===== src/rtl/addsub_seq_ctrl.sv =====
// addsub_seq_ctrl: time-shares one CHUNK-bit add/sub slice across a WIDTH-bit
// operation, LSB chunk first, forwarding the carry between chunks.
//
// state  | meaning
// -------+---------------------------------------------------------------
// IDLE   | waiting for start; operands are latched on the start edge
// RUN    | one chunk processed per edge; the last chunk publishes results
// DONE   | done pulse cycle; start is ignored here, back to IDLE next edge
module addsub_seq_ctrl #(
  parameter int WIDTH = 16,
  parameter int CHUNK = 4
) (
  input  logic             clk,
  input  logic             rst,
  input  logic             start,
  input  logic             op,
  input  logic [WIDTH-1:0] a,
  input  logic [WIDTH-1:0] b,
  output logic             busy,
  output logic             done,
  output logic [WIDTH-1:0] result,
  output logic             cout,
  output logic             ovf
);

  localparam int NCHUNK = WIDTH / CHUNK;
  localparam int CW     = (NCHUNK > 1) ? $clog2(NCHUNK) : 1;

  typedef enum logic [1:0] {
    S_IDLE = 2'd0,
    S_RUN  = 2'd1,
    S_DONE = 2'd2
  } state_t;

  state_t           state_q;
  logic [WIDTH-1:0] a_q;
  logic [WIDTH-1:0] bi_q;
  logic             carry_q;
  logic [CW-1:0]    cnt_q;
  logic [WIDTH-1:0] work_q;
  logic [WIDTH-1:0] result_q;
  logic             cout_q;
  logic             ovf_q;
  logic             done_q;

  logic [CHUNK-1:0] a_chunk;
  logic [CHUNK-1:0] bi_chunk;
  logic [CHUNK:0]   sum_w;
  logic [WIDTH-1:0] work_d;
  logic             last_w;
  logic             ovf_d;

  // Shared slice: select the current chunk, add it, and merge it into the work word.
  always_comb begin
    a_chunk  = '0;
    bi_chunk = '0;
    for (int k = 0; k < NCHUNK; k++) begin
      if (cnt_q == CW'(k)) begin
        a_chunk  = a_q[k*CHUNK +: CHUNK];
        bi_chunk = bi_q[k*CHUNK +: CHUNK];
      end
    end
    sum_w  = {1'b0, a_chunk} + {1'b0, bi_chunk} + {{CHUNK{1'b0}}, carry_q};
    work_d = work_q;
    for (int k = 0; k < NCHUNK; k++) begin
      if (cnt_q == CW'(k)) begin
        work_d[k*CHUNK +: CHUNK] = sum_w[CHUNK-1:0];
      end
    end
    last_w = (cnt_q == CW'(NCHUNK - 1));
    ovf_d  = (a_q[WIDTH-1] == bi_q[WIDTH-1]) && (work_d[WIDTH-1] != a_q[WIDTH-1]);
  end

  // Sequencer FSM with registered results; partial sums stay in work_q only.
  always_ff @(posedge clk) begin
    if (rst) begin
      state_q  <= S_IDLE;
      a_q      <= '0;
      bi_q     <= '0;
      carry_q  <= 1'b0;
      cnt_q    <= '0;
      work_q   <= '0;
      result_q <= '0;
      cout_q   <= 1'b0;
      ovf_q    <= 1'b0;
      done_q   <= 1'b0;
    end else begin
      case (state_q)
        S_IDLE: begin
          done_q <= 1'b0;
          if (start) begin
            a_q     <= a;
            bi_q    <= b ^ {WIDTH{op}};
            carry_q <= op;
            cnt_q   <= '0;
            state_q <= S_RUN;
          end
        end
        S_RUN: begin
          work_q  <= work_d;
          carry_q <= sum_w[CHUNK];
          if (last_w) begin
            cnt_q    <= '0;
            result_q <= work_d;
            cout_q   <= sum_w[CHUNK];
            ovf_q    <= ovf_d;
            done_q   <= 1'b1;
            state_q  <= S_DONE;
          end else begin
            cnt_q <= cnt_q + CW'(1);
          end
        end
        S_DONE: begin
          done_q  <= 1'b0;
          state_q <= S_IDLE;
        end
        default: begin
          done_q  <= 1'b0;
          state_q <= S_IDLE;
        end
      endcase
    end
  end

  assign busy   = (state_q != S_IDLE);
  assign done   = done_q;
  assign result = result_q;
  assign cout   = cout_q;
  assign ovf    = ovf_q;

endmodule

===== config.mk =====
export PLATFORM = sky130hd
export DESIGN_NAME = addsub_seq_ctrl
export DESIGN_NICKNAME = d
export VERILOG_FILES = /design/src/rtl/addsub_seq_ctrl.sv
export SDC_FILE = /design/constraint.sdc
export NUM_CORES = 1
export LEC_CHECK = 0
export CORE_MARGIN = 2
export CORE_UTILIZATION = 53
export DETAILED_ROUTE_END_ITERATION = 12
export DONT_BUFFER_PORTS = 1
export PLACE_DENSITY = 0.67
export RECOVER_POWER = 100
export SKIP_LAST_GASP = 1
export SYNTH_ARGS = -nofsm -noshare
export SYNTH_HDL_FRONTEND = slang
export SYNTH_SLANG_ARGS = --single-unit

===== constraint.sdc =====
create_clock -name clk -period 3.7 [get_ports clk]
set_clock_uncertainty 0.2 [all_clocks]
set_input_delay 0.185 -clock clk [delete_from_list [all_inputs] [get_ports clk]]
set_output_delay 0.185 -clock clk [all_outputs]
set_load 0.01 [all_outputs]

==> results by group <==
Timing
  – Crit share post-route: 0.913
  – Worst-Margin Slew: 1.98 ns
  – Final hold vios: 0
  – Minimum clock period: 3.38 ns
  – Count of final setup violators: 0
  – Slew Viols, Final: 52
  – Fmax: 296 MHz
  – Fin Setup TNS: 0 ns
  – Max transition margin: -0.321
  – RSZ-0062 raised after global routing: no
  – WHS: 0.263 ns

Worst setup path
  – Worst path arrival time: 3.44 ns
  – Worst R2R End: ovf
  – Delay of the slowest critical-path stage: 0.55 ns
  – WP buf/inv: 1
  – R2r startpoint: cnt_q[0]
  – Critical Path Stages: 11
  – Crit path max-delay family: compound AO/OA/AOI/OAI gates
  – Setup crit start: cnt_q[0]
  – Critical Path RT: 3.76 ns
  – CP max-delay cell: ha_1
  – Crit-path cells: inv_1 > ha_1 > nand3b_1 > a21oi_1 > a21oi_1 > o21ai_0 > ha_1 > and3b_1 > or3_1 > a21o_1 > a311oi_2
  – R2R depth: 11
  – WS Path Type: reg2reg
  – Reg2Reg Setup Slack: 0.32 ns
  – Startpoint types: flop
  – Worst setup path endpoint: ovf
  – Critical path peak fanout: 16
  – CP Capture Type: flop

Clocking
  – CTS Buf Count: 9
  – # clock sinks: 68
  – H-tree levels: 3
  – Clock slew at reported path FFs: 0.07 ns
  – CTS tree: yes
  – Clock Path Buffers: 2
  – Post CTS Setup Buffer Count: 0
  – Clk_lat worst skew: 0.34 ns
  – Root Driver: clkbuf_8

Floorplan
  – Die width: 80.5 um
  – Core box area: 5570 um^2
  – Starting Density: 0.556
  – Die Y: 80.5 um
  – Num rows: 27
  – Ports: 56
  – Die area: 6480 um^2

Synthesis
  – Yosys warns: 0
  – Mean area per synthesized cell: 8.18 um^2
  – Ys async rst share: 0
  – Syn nets: 424
  – Distinct cells, synth: 33
  – Primary FF master, synth: dfxtp_1
  – Synthesized instance count: 379
  – Yosys reg bits: 68
  – Seq/Total Area, Yosys: 0.439
  – Number of synthesized flops with an enable pin: 0
  – Syn Std Cell Area: 3100 um^2

Hold path
  – Worst min-delay path class: reg2reg

Pwr
  – Sw frac: 0.260
  – P_leak: 1.37 nW
  – Total power draw: 1.72 mW
  – Part of the power in the clock network: 0.387
  – Flop pwr share: 0.459
  – Maximum vdd drop: 0.000291 V
  – Switching pwr: 0.446 mW
  – PwrDens: 455 nW/um^2
  – Comb power frac: 0.154
  – Internal power: 1.27 mW

GRT
  – Vias in the first global route: 2532
  – Largest net degree at the start of global routing: 69
  – Global-route wire length before repair: 12000 um
  – GRT overflow: 0
  – Initial antenna violation count: 0
  – Total track usage: 0.243

Placement
  – Port bufs: 0
  – Cell Area, Placed: 3090 um^2
  – Detailed Place HPWL: 4180 um
  – Placer congestion estimate: 0.709

Routing
  – Iter 0 DRT Violations: 130
  – Routed length per instance: 14.5 um
  – Total Routed Length: 7050 um
  – Antenna-violating nets left: 0
  – First-pass DRT Iterations: 4
  – Routed vias/inst: 5.35
  – Vias: 2599
  – DRC: 0

Finish
  – Ant diodes: 0
  – P&R area growth vs syn: 21.9%
  – Net count, final: 454
  – Fraction of layout cells with a size suffix above 1: 0.0507
  – Most frequent cells in the layout: dfxtp_1 (68), nand2_1 (66), a21oi_1 (47)
  – Final instance area: 3780 um^2
  – Most common cell after layout, fill and taps aside: dfxtp_1

Status
  – Failing checks: capacitance limit, slew limit
  – Status: finished, violations left

Flow run
  – Max Cap Violations: 1
[cells by family after synthesis]
logic type | share of synthesized area
XOR/XNOR | 0.0480
multiplexers | 0.0194
buffers and inverters | 0.0496
AO/OA/AOI/OAI | 0.198
adder cells (fa/ha/maj) | 0.0412
flip-flops | 0.439
AND/OR/NAND/NOR | 0.205
[worst min-delay path, stage by stage, from the launching register on]
cell and delay [ns]:
dfxtp_1 0.31, nand2_1 0.05, a21oi_1 0.05
[what timing repair did]
item | in CTS | in global routing
hold buffers | 46 | 0
hold endpoints to repair | 68 | 0
resized for setup | 0 | 1
endpoints found under the setup margin | 0 | 1
[metrics by stage]
step | std cells | setup slack [ns] | util
floorplan | 379 | 0.654 | -
global placement | 424 | 0.431 | 0.554
detailed placement | 424 | 0.333 | 0.554
CTS | 486 | 0.297 | 0.680
global route | 486 | 0.0549 | 0.678
finish | 486 | 0.321 | 0.678
[area by class of cell]
type / count / area (um^2)
well taps: 72 / 90.1
clock inverters: 3 / 42.5
clock buffers: 13 / 179
inverters: 5 / 18.8
flip-flops and latches: 68 / 1360
repair buffers: 50 / 500
fillers: 475 / 1790
multi-input cells: 275 / 1590
[flip-flops by register name (all words and copies together) (netlist names)]
signal,count
bi_q,16
done,1
work_q,12
cnt_q,2
carry_q,1
ovf,1
a_q,16
cout,1
result,16
state_q,2
[power by group through the flow]
stage	registers, mW	clock network (mW)	logic, mW
5_1_grt	0.794	0.711	0.299
3_3_place_gp	0.806	0	0.197
3_5_place_dp	0.807	0	0.201
4_1_cts	0.790	0.674	0.263
2_1_floorplan	0.799	0	0.178
6_report	0.790	0.666	0.264
[Yosys cell counts, types with 6 or more instances]
library cell | instances | share of area
ha_1 | 7 | 0.028
o211ai_1 | 6 | 0.015
nand2b_1 | 7 | 0.014
clkbuf_1 | 19 | 0.023
o21ai_0 | 6 | 0.0097
xnor2_1 | 17 | 0.048
mux2i_1 | 6 | 0.019
buf_2 | 6 | 0.0097
nand3b_1 | 6 | 0.015
nor2_1 | 41 | 0.050
dfxtp_1 | 68 | 0.44
nand2_1 | 66 | 0.080
nand3_1 | 9 | 0.015
a211oi_1 | 25 | 0.061
a21oi_1 | 47 | 0.076
[layer usage]
layer	vias up	part of all wire	global-route usage
li1	1351	-	-
met1	1173	0.44	0.292
met2	68	0.51	0.422
met3	7	0.042	0.0640
met4	0	0.010	0.0763
met5	-	0	0
[worst min-delay path by stage]
| stage | slack, ns | end | from | cells after the start |
|---|---|---|---|---|
| after floorplan | 0.12 | a_q[0] | a[0] | 2 |
| after global placement | 0.06 | result[4] | rst | 1 |
| after detailed placement | 0.06 | ovf | rst | 1 |
| after CTS | 0.24 | a_q[10] | start | 3 |
| after global routing | 0.29 | a_q[3] | a_q[3] | 2 |
| final | 0.26 | a_q[14] | a_q[14] | 2 |
(Power assumes the default switching activity.)
